## src/rtl/alu_muldiv_pkg.sv

```systemverilog
// alu_muldiv shared definitions: M-extension funct3 codes and decode helpers.
// Imported by the iterative multiply/divide unit and its bench.
package alu_muldiv_pkg;

   localparam logic [2:0] MD_MUL    = 3'b000;
   localparam logic [2:0] MD_MULH   = 3'b001;
   localparam logic [2:0] MD_MULHSU = 3'b010;
   localparam logic [2:0] MD_MULHU  = 3'b011;
   localparam logic [2:0] MD_DIV    = 3'b100;
   localparam logic [2:0] MD_DIVU   = 3'b101;
   localparam logic [2:0] MD_REM    = 3'b110;
   localparam logic [2:0] MD_REMU   = 3'b111;

   function automatic logic md_is_div(input logic [2:0] f);
      return f[2];
   endfunction

   function automatic logic md_is_rem(input logic [2:0] f);
      return f[2] & f[1];
   endfunction

endpackage

```

## src/rtl/alu_muldiv_iter.sv

```systemverilog
// Unsigned radix-2 datapath: shift-add multiply or restoring divide.
// acc ends as {hi,lo} product, or {remainder,quotient}.
module muldiv_iter #(
   parameter int XLEN = 32
) (
   input  logic              clk,
   input  logic              rst,
   input  logic              load,
   input  logic              step,
   input  logic              mode_div,
   input  logic [XLEN-1:0]   a_mag,
   input  logic [XLEN-1:0]   b_mag,
   output logic [2*XLEN-1:0] acc
);

   logic [XLEN-1:0]   b_q;
   logic [XLEN-1:0]   addend;
   logic [XLEN:0]     add_sum;
   logic [XLEN:0]     rem_sh;
   logic [XLEN:0]     diff;
   logic [2*XLEN-1:0] acc_nx;

   always_comb begin
      addend  = acc[0] ? b_q : {XLEN{1'b0}};
      add_sum = {1'b0, acc[2*XLEN-1:XLEN]} + {1'b0, addend};
      rem_sh  = {acc[2*XLEN-1:XLEN], acc[XLEN-1]};
      diff    = rem_sh - {1'b0, b_q};
      acc_nx  = {add_sum, acc[XLEN-1:1]};
      if (mode_div) begin
         // borrow in the top bit means the trial subtract is restored
         if (!diff[XLEN])
            acc_nx = {diff[XLEN-1:0], acc[XLEN-2:0], 1'b1};
         else
            acc_nx = {rem_sh[XLEN-1:0], acc[XLEN-2:0], 1'b0};
      end
   end

   always_ff @(posedge clk or posedge rst) begin
      if (rst) begin
         acc <= '0;
         b_q <= '0;
      end else if (load) begin
         acc <= {{XLEN{1'b0}}, a_mag};
         b_q <= b_mag;
      end else if (step) begin
         acc <= acc_nx;
      end
   end

endmodule

```

## src/rtl/alu_muldiv.sv

```systemverilog
// Iterative RV M-extension unit: fixed XLEN+1 cycle latency,
// sign handling around an unsigned engine, flushable.
module alu_muldiv
   import alu_muldiv_pkg::*;
#(
   parameter  int XLEN = 32,
   localparam int CNTW = $clog2(XLEN) + 1
) (
   input  logic            clk,
   input  logic            rst,
   input  logic            start,
   input  logic [2:0]      funct_md,
   input  logic [XLEN-1:0] mdin1,
   input  logic [XLEN-1:0] mdin2,
   input  logic            flush,
   output logic            busy,
   output logic            done,
   output logic [XLEN-1:0] mdout
);

   typedef enum logic [1:0] {
      S_IDLE,
      S_CALC,
      S_DONE
   } state_t;

   state_t            state, state_nx;
   logic [CNTW-1:0]   cnt;
   logic [2:0]        op_q;
   logic              neg_q;
   logic              dz_q;
   logic [XLEN-1:0]   a_raw_q;
   logic [XLEN-1:0]   mdout_q;

   logic              a_signed, b_signed;
   logic              a_sgn, b_sgn;
   logic              neg_nx;
   logic              accept;
   logic              last_step;
   logic [XLEN-1:0]   a_mag, b_mag;
   logic [XLEN-1:0]   quo, rem, result;
   logic [2*XLEN-1:0] acc, prod;

   always_comb begin
      a_signed = 1'b0;
      b_signed = 1'b0;
      case (funct_md)
         MD_MULH, MD_DIV, MD_REM: begin
            a_signed = 1'b1;
            b_signed = 1'b1;
         end
         MD_MULHSU: a_signed = 1'b1;
         default: ;
      endcase
      a_sgn  = a_signed & mdin1[XLEN-1];
      b_sgn  = b_signed & mdin2[XLEN-1];
      a_mag  = a_sgn ? -mdin1 : mdin1;
      b_mag  = b_sgn ? -mdin2 : mdin2;
      // remainder takes the dividend sign
      neg_nx = md_is_rem(funct_md) ? a_sgn : (a_sgn ^ b_sgn);
   end

   assign accept    = (state == S_IDLE) & start & ~flush;
   assign last_step = (cnt == CNTW'(1));

   always_comb begin
      state_nx = state;
      unique case (state)
         S_IDLE: if (accept) state_nx = S_CALC;
         S_CALC: begin
            if (flush)          state_nx = S_IDLE;
            else if (last_step) state_nx = S_DONE;
         end
         S_DONE: state_nx = S_IDLE;
         default: state_nx = S_IDLE;
      endcase
   end

   assign busy = (state != S_IDLE);
   assign done = (state == S_DONE) & ~flush;

   always_ff @(posedge clk or posedge rst) begin
      if (rst) begin
         state   <= S_IDLE;
         cnt     <= '0;
         op_q    <= '0;
         neg_q   <= 1'b0;
         dz_q    <= 1'b0;
         a_raw_q <= '0;
         mdout_q <= '0;
      end else begin
         state <= state_nx;
         if (accept) begin
            cnt     <= CNTW'(XLEN);
            op_q    <= funct_md;
            neg_q   <= neg_nx;
            dz_q    <= (mdin2 == '0);
            a_raw_q <= mdin1;
         end else if (state == S_CALC) begin
            cnt <= cnt - CNTW'(1);
         end
         if (done) mdout_q <= result;
      end
   end

   muldiv_iter #(.XLEN(XLEN)) u_iter (
      .clk      (clk),
      .rst      (rst),
      .load     (accept),
      .step     (state == S_CALC),
      .mode_div (md_is_div(op_q)),
      .a_mag    (a_mag),
      .b_mag    (b_mag),
      .acc      (acc)
   );

   always_comb begin
      prod   = neg_q ? -acc : acc;
      quo    = acc[XLEN-1:0];
      rem    = acc[2*XLEN-1:XLEN];
      result = acc[XLEN-1:0];
      case (op_q)
         MD_MUL: result = acc[XLEN-1:0];
         MD_MULH, MD_MULHSU, MD_MULHU:
            result = prod[2*XLEN-1:XLEN];
         MD_DIV, MD_DIVU:
            result = dz_q ? {XLEN{1'b1}} : (neg_q ? -quo : quo);
         default:
            result = dz_q ? a_raw_q : (neg_q ? -rem : rem);
      endcase
   end

   // result is live during DONE so mdout is valid with the done pulse
   assign mdout = done ? result : mdout_q;

endmodule

```

## config.mk

```make
export PLATFORM = sky130hd
export DESIGN_NAME = alu_muldiv
export DESIGN_NICKNAME = d
export VERILOG_FILES = /design/src/rtl/alu_muldiv_pkg.sv /design/src/rtl/alu_muldiv_iter.sv /design/src/rtl/alu_muldiv.sv
export SDC_FILE = /design/constraint.sdc
export NUM_CORES = 1
export LEC_CHECK = 0
export CORE_MARGIN = 8
export CORE_UTILIZATION = 40
export DETAILED_ROUTE_END_ITERATION = 10
export GPL_TIMING_DRIVEN = 0
export PLACE_DENSITY = 0.65
export REMOVE_ABC_BUFFERS = 1
export SETUP_SLACK_MARGIN = 0.02
export SYNTH_ARGS = -nofsm -noshare
export SYNTH_HDL_FRONTEND = slang
export SYNTH_SLANG_ARGS = --single-unit
```

## constraint.sdc

```tcl
create_clock -name clk -period 5.79 [get_ports clk]
set_input_delay 0.8685 -clock clk [delete_from_list [all_inputs] [get_ports clk]]
set_output_delay 0.8685 -clock clk [all_outputs]
set_load 0.005 [all_outputs]
```

==> results.ini, run 1 <==
[finish]
nFillCells=3880
drive_above_1_share_pct=5.67
n_antenna_cell=0
fin_area_um2=17600
area_growth_pct=14.1
fin_nets=2211

[global_routing]
met3_usage_pct=3.58
top_usage_layer=met2
gr-total-overflow=0
met1_usage_pct=30.5
antenna_found_initial=0
grtUsageTotal_pct=24.0
use_met2_pct=40.2
grt_pass1_wl_um=85800
grt_pass1_vias=15300
grt_max_degree=92

[setup_path]
worst-endpoint-required_ps=4920
cp_cell_sequence=or4_1 -> nor3_2 -> nand4_4 -> or4b_4 -> o21a_4 -> a21oi_1 -> xnor2_1 -> nand2_1 -> a31oi_1 -> clkdlybuf4s50_1
cpPeakStageDelay_ps=720
critPathKind=reg -> out
end_kind=output pin
rrSetupSlack_ps=490
worst-path-buf-inv=1
rr_endpoint=u_iter.acc[55]
cp_slowest_cell=or4_1
rr_worst_depth=13
arrival_ps=4680
r2r_start=u_iter.acc[31]
path_delay_family=simple AND/OR/NAND/NOR gates
cp_max_fo=10
startpoint_type=flip-flop

[timing]
holdWs_ps=479
setup_ws_ps=237
period_share_pct=95.9
worstMarginPinSlew_ps=1340
setup_viol=0
drv_slew=0
slew_headroom_pct=10.4
max_freq_ghz=0.180
grt_setup_unrepaired=no
hold_viol=0
finalClockSkew_ps=18.6
final.min_clock_period_ps=5550

[synthesis]
async_flop_share_pct=100
yosys_warnings=0
synth_top_area_cell=dfrtp_1
ys_types=87
syn_inst=2059
yosysTopAreaCellShare_pct=28.0
yosys-top-cells-area=dfrtp_1, nand2_1, o21ai_0
ys.flop_type=dfrtp_1
yosysSeqAreaShare_pct=28.0
avgSynthCellArea_um2=7.51
netlist_area_um2=15500
synth_seq_cells=173
synth-edff-count=0

[route]
ant_nets=0
vias_per_cell=6.00
wl_per_cell_um=20.9
finalWirelength_um=54300
dr.pass1.iters=6
drtIter0Drc=1329
route.detailed.drc=0
vias=15600

[place]
placed_cell_area_um2=17100
port_buffers=104
gp_congestion=0.959
hpwl_um=40600
pre_cts_ws_ps=-372

[die]
start_util_pct=40.3
num_io_pins=105
core_area_um2=38400
die_w_um=213
die-area_um2=45200
dieHeight_um=213
num_rows=72

[power_and_ir_drop]
powerDensity_nw_per_um2=483
leakagePower_nw=7.38
peakVddDrop_uv=234

[hold_path]
min_to=u_iter.b_q[8]
hold_path.class=reg -> reg
hp-start=u_iter.b_q[8]
worstHoldPathCells=2

[clock_network]
clockRootBuffer=clkbuf_16
clk_path_buf_depth=2
cts_tree=built
clkSinkCount=173
clock_latency_ps=470
clk_pin_slew_ps=70
cts_hold_buf=0
cts_max_level=4
postCtsSetupBuffers=0
numCtsBuffers=17

[run_status]
outcome=complete, no violations

[flow_run]
drv_cap=0

-- synth_stat cells (all sizes together), types with 15 or more instances --
| cell type | number |
|---|---|
| or4 | 20 |
| dfrtp | 173 |
| mux2i | 43 |
| nand3 | 30 |
| ha | 70 |
| o21ai | 199 |
| o41ai | 15 |
| or3 | 22 |
| o31ai | 23 |
| a221oi | 15 |
| xnor2 | 91 |
| and2 | 16 |
| clkbuf | 122 |
| nor3 | 34 |
| a31oi | 37 |
| inv | 83 |
| xor2 | 62 |
| a21oi | 160 |
| o211ai | 21 |
| a21o | 32 |
| o22ai | 16 |
| nor2 | 196 |
| a22oi | 17 |
| buf | 16 |
| nand2 | 322 |
| nor4 | 17 |
-- sequential cells by signal (all words and copies together), names as in the netlist, 2 cells and up --
name / count
u_iter.b_q: 32
state: 2
a_raw_q: 32
mdout_q: 32
op_q: 3
u_iter.acc: 64
cnt: 6
-- layer usage --
metal  routed length, µm  share of wire (%)
met3                3060                5.6
met2               25600                 47
met1               23600                 43
met5                   0                  0
met4                2170                4.0
-- power breakdown --
group          total [W]  internal, W  switching [W]
clock            0.00118     0.000603       0.000576
combinational    0.00503      0.00210        0.00293
sequential       0.00230      0.00158       0.000723
total            0.00852      0.00428        0.00423
-- stage by stage --
step	utilization, %	instances	setup TNS [ps]	total power [W]
3_3_place_gp	43.3	2543	-1027400	0.00709
3_5_place_dp	44.4	2567	-2070	0.00724
5_1_grt	46.0	2599	0	0.00916
2_1_floorplan	-	1921	-32810	0.00562
4_1_cts	45.9	2599	0	0.00844
6_report	46.0	2599	0	0.00852
-- worst register-to-register path: stages (launching register included) --
cell and delay [ps]:
dfrtp_1 630, inv_1 250, ha_1 290, fa_1 390, nor2b_1 230, o2111ai_1 240
a2111oi_2 610, a2111oi_2 190, or3_1 450, a31oi_2 650, nor2_2 350, buf_8 260
mux2_1 330, a221o_1 320
-- cell families after synthesis --
kind of cell | count (synthesis) | share of synthesized area [%]
xor gates and xnor gates | 153 | 8.67
AOI/OAI and AO/OA | 649 | 26.7
DFF | 173 | 28.0
muxes | 53 | 3.51
buffers and inverters | 222 | 5.51
and+or+nand+nor | 737 | 21.7
adders and majority gates | 72 | 5.92
-- layout make-up --
type	count	area, µm²	area share [%]
flip-flops and latches	173	4330	24.6
multi-input cells	1664	10300	58.7
clock buffers	19	433	2.45
repair buffers	128	1420	8.06
clock inverters	13	129	0.731
well taps	518	648	3.67
inverters	84	328	1.86
-- worst max-delay path by stage --
stage          cells past startpoint           from  slack [ps]       endpoint
2_1_floorplan                      4          flush       -1150  u_iter.acc[0]
4_1_cts                           11  u_iter.acc[0]          10      mdout[30]
6_report                          10  u_iter.acc[0]         240      mdout[31]
3_5_place_dp                       8          flush        -370      mdout[31]
3_3_place_gp                       5          flush       -9030  u_iter.acc[0]
5_1_grt                           10  u_iter.acc[0]         120      mdout[31]
-- what timing repair did --
item / CTS / global route
gates resized for setup: 1 / 4
pin swaps: 0 / 0
cloned: 0 / 0
endpoints found under the setup margin: 11 / 6
-- layout by cell type (no fill, tap or decap), types with 32 or more instances in the layout --
cell type / count
o21ai_0: 181
nor3_1: 32
inv_1: 81
nor2_1: 190
a31oi_1: 36
a21o_1: 32
xnor2_1: 91
clkdlybuf4s50_1: 104
a21oi_1: 159
ha_1: 70
mux2i_1: 43
nand2_1: 321
dfrtp_1: 170
xor2_1: 62
Note: power is estimated with default switching activity, not from simulation.
==> run 2: changes to the inputs <==
--- a/config.mk
+++ b/config.mk
@@ -5,13 +5,13 @@
 export SDC_FILE = /design/constraint.sdc
 export NUM_CORES = 1
 export LEC_CHECK = 0
-export CORE_MARGIN = 8
+export CORE_MARGIN = 3
 export CORE_UTILIZATION = 40
+export CTS_CLUSTER_DIAMETER = 120
 export DETAILED_ROUTE_END_ITERATION = 10
 export GPL_TIMING_DRIVEN = 0
 export PLACE_DENSITY = 0.65
 export REMOVE_ABC_BUFFERS = 1
-export SETUP_SLACK_MARGIN = 0.02
 export SYNTH_ARGS = -nofsm -noshare
 export SYNTH_HDL_FRONTEND = slang
 export SYNTH_SLANG_ARGS = --single-unit
==> results.ini, run 2 (synthesized netlist as in run 1, its figures left out) <==
[run_status]
outcome=complete, no violations

[clock_network]
clkSinkCount=173  ; unchanged
clockRootBuffer=clkbuf_16
cts_tree=built
numCtsBuffers=17  ; unchanged
cts_max_level=4  ; unchanged
clock_latency_ps=470  ; about the same
cts_hold_buf=0  ; unchanged
postCtsSetupBuffers=0  ; unchanged
clk_path_buf_depth=2  ; unchanged
clk_pin_slew_ps=70  ; about the same

[setup_path]
critPathKind=reg -> out
cpPeakStageDelay_ps=760  ; +40 ps
path_delay_family=simple AND/OR/NAND/NOR gates
worst-path-buf-inv=1  ; unchanged
rr_worst_depth=13  ; unchanged
cp_slowest_cell=or4_1
rr_endpoint=u_iter.acc[55]
end_kind=output pin
critPathLaunch=u_iter.acc[0]
cp_cell_sequence=or4_1 -> nor3_2 -> nand4_4 -> or4b_4 -> o21ai_1 -> and3_1 -> o21ai_1 -> a31oi_1 -> clkdlybuf4s50_1
startpoint_type=flip-flop
critPathMostFrequentCell=o21ai_1
worst-endpoint-required_ps=4920  ; about the same
cp.depth=9  ; -1
r2r_start=u_iter.acc[31]
rrSetupSlack_ps=310  ; -180 ps
cp-endpoint=mdout[21]
cp_max_fo=10  ; unchanged
arrival_ps=4720  ; +40 ps

[route]
dr.pass1.iters=6  ; unchanged
route.detailed.drc=0  ; unchanged
vias=15700  ; +0.37%
finalWirelength_um=54600  ; +0.49%
drtIter0Drc=1242  ; -6.5%
vias_per_cell=6.04  ; +0.68%
wl_per_cell_um=21.1  ; +0.80%
ant_nets=0  ; unchanged

[timing]
drv_slew=0  ; unchanged
final.min_clock_period_ps=5590  ; +39.7 ps
holdWs_ps=479  ; +0.400 ps
hold_viol=0  ; unchanged
finalClockSkew_ps=14.8  ; -3.80 ps
slew_headroom_pct=6.86  ; -3.5 points
worstMarginPinSlew_ps=1400  ; +53.1 ps
max_freq_ghz=0.179  ; -0.71%
setup_viol=0  ; unchanged
period_share_pct=96.6  ; +0.69 points
fin_setup_tns_ps=0  ; unchanged
grt_setup_unrepaired=no

[finish]
n_antenna_cell=0  ; unchanged
nFillCells=3823  ; -1.5%
final_common_cell=nand2_1
drive_above_1_share_pct=5.58  ; -0.093 points
area_growth_pct=14.0  ; about the same
fin_area_um2=17600  ; about the same
final_cell_mix=nand2_1, nor2_1, o21ai_0
max_flop_register=u_iter.acc
fin_nets=2211  ; unchanged
largest_register_ffs=64  ; unchanged

[power_and_ir_drop]
powerDensity_nw_per_um2=485  ; +0.44%
leakagePower_nw=7.39  ; +0.15%
peakVddDrop_uv=223  ; -4.6%

[global_routing]
met3_usage_pct=3.56  ; -0.023 points
use_met2_pct=42.3  ; +2.1 points
grtUsageTotal_pct=26.1  ; +2.1 points
antenna_found_initial=0  ; unchanged
grt_max_degree=88  ; -4.3%
top_usage_layer=met2
gr-total-overflow=0  ; unchanged
met1_usage_pct=34.5  ; +4.0 points
grt_pass1_vias=15000  ; -2.2%
grt_pass1_wl_um=85300  ; -0.62%

[die]
start_util_pct=40.9  ; +0.57 points
dieHeight_um=203  ; -4.7%
die_w_um=203  ; -4.7%
core_area_um2=37800  ; -1.4%
die-area_um2=41100  ; -9.2%
num_io_pins=105  ; unchanged
num_rows=71  ; -1.4%

[place]
placed_cell_area_um2=17000  ; about the same
gp_congestion=0.943  ; -1.7%
hpwl_um=40600  ; about the same
port_buffers=104  ; unchanged

[hold_path]
hold_path.class=reg -> reg

[flow_run]
drv_cap=0  ; unchanged

run 2: cell types whose count changed in the layout (fill, tap and decap cells not counted), moves of 2 or more:
cell,previous run,this run
buf_8,9,4
buf_16,4,7
buf_4,6,8
clkinv_2,3,5
clkinv_4,3,1
run 2: through the flow:
stage	std cells	setup slack [ps]	utilization, %	power (W)
finish	2591	198	46.6	0.00855
global placement	2536	-9060	43.9	0.00711
global route	2591	66.7	46.6	0.00919
CTS	2589	134	46.6	0.00847
floorplan	1921	-1150	-	0.00562
detailed placement	2558	-365	45.0	0.00726
run 2: cell type report:
| class | instances | area (µm²) | share of cell area (%) |
|---|---|---|---|
| flip-flops and latches | 173 | 4330 | 24.6 |
| inverters | 84 | 328 | 1.86 |
| clock inverters | 13 | 140 | 0.795 |
| clock buffers | 18 | 429 | 2.43 |
| well taps | 511 | 639 | 3.63 |
| repair inverters | 1 | 5.00 | 0.0284 |
| repair buffers | 127 | 1430 | 8.08 |
| multi-input cells | 1664 | 10300 | 58.6 |
run 2: worst min-delay path: stages (launching register included):
cell	delay, ps
dfrtp_1	340
nand2_1	50
o21ai_0	60
run 2: worst min path at each step:
stage | from | endpoint | slack [ps] | depth (start not counted)
5_1_grt | a_raw_q[23] | a_raw_q[23] | 500 | 2
2_1_floorplan | a_raw_q[28] | a_raw_q[28] | 450 | 2
6_report | u_iter.b_q[13] | u_iter.b_q[13] | 480 | 2
4_1_cts | a_raw_q[30] | a_raw_q[30] | 480 | 2
3_3_place_gp | u_iter.b_q[8] | u_iter.b_q[8] | 460 | 2
3_5_place_dp | a_raw_q[30] | a_raw_q[30] | 460 | 2
run 2: timing repair:
action / in CTS / in global routing
gates resized for setup: 3 / 1
gates cloned: 0 / 1
endpoints found under the setup margin: 13 / 3
run 2: per-layer routing:
layer	routed length, µm	up-vias
met2	25000	626
met4	2490	0
li1	-	7388
met3	3500	136
met1	23600	7508
met5	0	-
run 2: power breakdown:
part           switching, W  internal [W]  total [W]
registers          0.000747       0.00158    0.00233
clock network      0.000541      0.000637    0.00118
logic               0.00294       0.00210    0.00505
==> run 3: changes to the inputs <==
--- a/config.mk
+++ b/config.mk
@@ -7,10 +7,12 @@
 export LEC_CHECK = 0
 export CORE_MARGIN = 3
 export CORE_UTILIZATION = 40
+export CTS_BUF_LIST = sky130_fd_sc_hd__clkbuf_8
 export CTS_CLUSTER_DIAMETER = 120
 export DETAILED_ROUTE_END_ITERATION = 10
 export GPL_TIMING_DRIVEN = 0
-export PLACE_DENSITY = 0.65
+export MAX_ROUTING_LAYER = met4
+export PLACE_DENSITY = 0.63
 export REMOVE_ABC_BUFFERS = 1
 export SYNTH_ARGS = -nofsm -noshare
 export SYNTH_HDL_FRONTEND = slang
==> constraint.sdc (replaced) <==
create_clock -name clk -period 5.9 [get_ports clk]
set_input_delay 0.885 -clock clk [delete_from_list [all_inputs] [get_ports clk]]
set_output_delay 0.885 -clock clk [all_outputs]
set_load 0.005 [all_outputs]
==> results.ini, run 3 (synthesized netlist as in run 1, its figures left out) <==
[global_routing]
gr-total-overflow=0  ; unchanged
grt_max_degree=100  ; +14%
grt_pass1_wl_um=86400  ; +1.3%
antenna_found_initial=0  ; unchanged
grtUsageTotal_pct=27.4  ; +1.3 points
grt_pass1_vias=15100  ; +0.65%

[route]
finalWirelength_um=55100  ; +0.92%
route.detailed.drc=0  ; unchanged
drtIter0Drc=1351  ; +8.8%
dr.pass1.iters=6  ; unchanged
vias_per_cell=6.07  ; +0.48%
vias=15700  ; +0.52%
wl_per_cell_um=21.3  ; +0.88%
ant_nets=0  ; unchanged

[die]
dieHeight_um=203  ; unchanged
core_area_um2=37800  ; unchanged
num_rows=71  ; unchanged
die_w_um=203  ; unchanged
start_util_pct=40.9  ; unchanged
die-area_um2=41100  ; unchanged
num_io_pins=105  ; unchanged

[setup_path]
end_kind=output pin
critPathKind=reg -> out
arrival_ps=4780  ; +60 ps
startpoint_type=flip-flop
worst-endpoint-required_ps=5020  ; +100 ps
cp_max_fo=31  ; +21

[finish]
drive_above_1_share_pct=5.67  ; +0.093 points
n_antenna_cell=0  ; unchanged
final_cell_mix=nand2_1, nor2_1, o21ai_0
max_flop_register=u_iter.acc
regArea_um2=4330  ; unchanged
multiInputGateArea_um2=10400  ; +0.17%
final_cells=2592  ; +0.039%
final_common_cell=nand2_1
area_growth_pct=13.3
fin_nets=2211  ; unchanged
largest_register_ffs=64  ; unchanged
nFillCells=3857  ; +0.89%

[timing]
max_freq_ghz=0.177
period_share_pct=96.0
setup_viol=0  ; unchanged
holdWs_ps=483  ; +3.62 ps
hold_viol=0  ; unchanged
final.min_clock_period_ps=5660
grt_setup_unrepaired=no
slew_headroom_pct=7.00  ; +0.15 points
finalClockSkew_ps=24.4  ; +9.67 ps
worstMarginPinSlew_ps=1390  ; -8.69 ps
drv_slew=0  ; unchanged

[clock_network]
clk_pin_slew_ps=100  ; +30 ps
clk_path_buf_depth=2  ; unchanged
numCtsBuffers=17  ; unchanged
clkSinkCount=173  ; unchanged
cts_max_level=4  ; unchanged
clock_latency_ps=530  ; +60 ps
cts_hold_buf=0  ; unchanged
cts_tree=built
clockRootBuffer=clkbuf_8

[flow_run]
drv_cap=0  ; unchanged

[power_and_ir_drop]
powerDensity_nw_per_um2=464  ; -4.4%
peakVddDrop_uv=162  ; -28%
leakagePower_nw=7.34  ; -0.71%

[hold_path]
hold_path.class=reg -> reg

[place]
gp_congestion=0.953  ; +1.1%
port_buffers=104  ; unchanged
hpwl_um=41000  ; +0.89%
dpl.cell_count=2560  ; +0.078%

[run_status]
outcome=complete, no violations

[run 3: power by group]
part / switching (W) / leakage [nW] / internal, W
clock network: 0.000514 / 0.223 / 0.000457
logic: 0.00283 / 4.95 / 0.00205
registers: 0.000726 / 2.17 / 0.00155
total: 0.00407 / 7.34 / 0.00406
[run 3: final timing paths]
check | from | end | slack (ps) | cells past startpoint
worst max-delay path | u_iter.acc[0] | mdout[26] | 240 | 11
worst min-delay path | u_iter.b_q[16] | u_iter.b_q[16] | 480 | 2
worst max register to register | u_iter.acc[31] | u_iter.acc[55] | 510 | 12
worst min register to register | u_iter.b_q[16] | u_iter.b_q[16] | 480 | 2
max in group asynchronous | rst | dz_q | 4140 | 3
min in group asynchronous | rst | u_iter.b_q[5] | 880 | 2
[run 3: final cells by class]
class | count | share of cell area, %
clock buffers | 20 | 1.57
clock inverters | 12 | 0.900
inverters | 84 | 1.87
multi-input cells | 1664 | 59.1
flip-flops and latches | 173 | 24.7
well taps | 511 | 3.65
repair buffers | 128 | 8.22
[run 3: timing repair]
action / in CTS / in global routing
gates cloned: 0 / 0
buffers inserted: 0 / 0
gates resized for setup: 3 / 3
endpoints found under the setup margin: 16 / 4
[run 3: per-stage QoR]
| stage | cell area (µm²) | setup TNS (ps) | worst slack (ps) | power, W | utilization, % |
|---|---|---|---|---|---|
| after floorplan | 14900 | -28580 | -1050 | 0.00551 | - |
| after global placement | 16600 | -1081330 | -9930 | 0.00694 | 43.9 |
| after detailed placement | 17100 | -2530 | -386 | 0.00706 | 45.1 |
| after CTS | 17500 | 0 | 131 | 0.00806 | 46.3 |
| after global routing | 17500 | 0 | 30.0 | 0.00878 | 46.3 |
| final | 17500 | 0 | 238 | 0.00813 | 46.3 |
[run 3: per-layer routing]
layer | GRT usage [%] | wire length [µm] | vias to the layer above
li1 | - | - | 7390
met1 | 34.6 | 23500 | 7544
met2 | 43.6 | 25500 | 671
met3 | 4.07 | 3670 | 134
met4 | 12.4 | 2480 | 0
met5 | - | 0 | -
[run 3: critical path, stage by stage, from the launching register on]
cell and delay [ps]:
dfrtp_1 570, clkinvlp_4 690, ha_4 450, and2_1 220, a41oi_1 430, a21oi_1 210
nor2b_1 220, a21bo_2 210, xor2_1 150, nand2_1 70, a31oi_1 440, clkdlybuf4s50_1 600
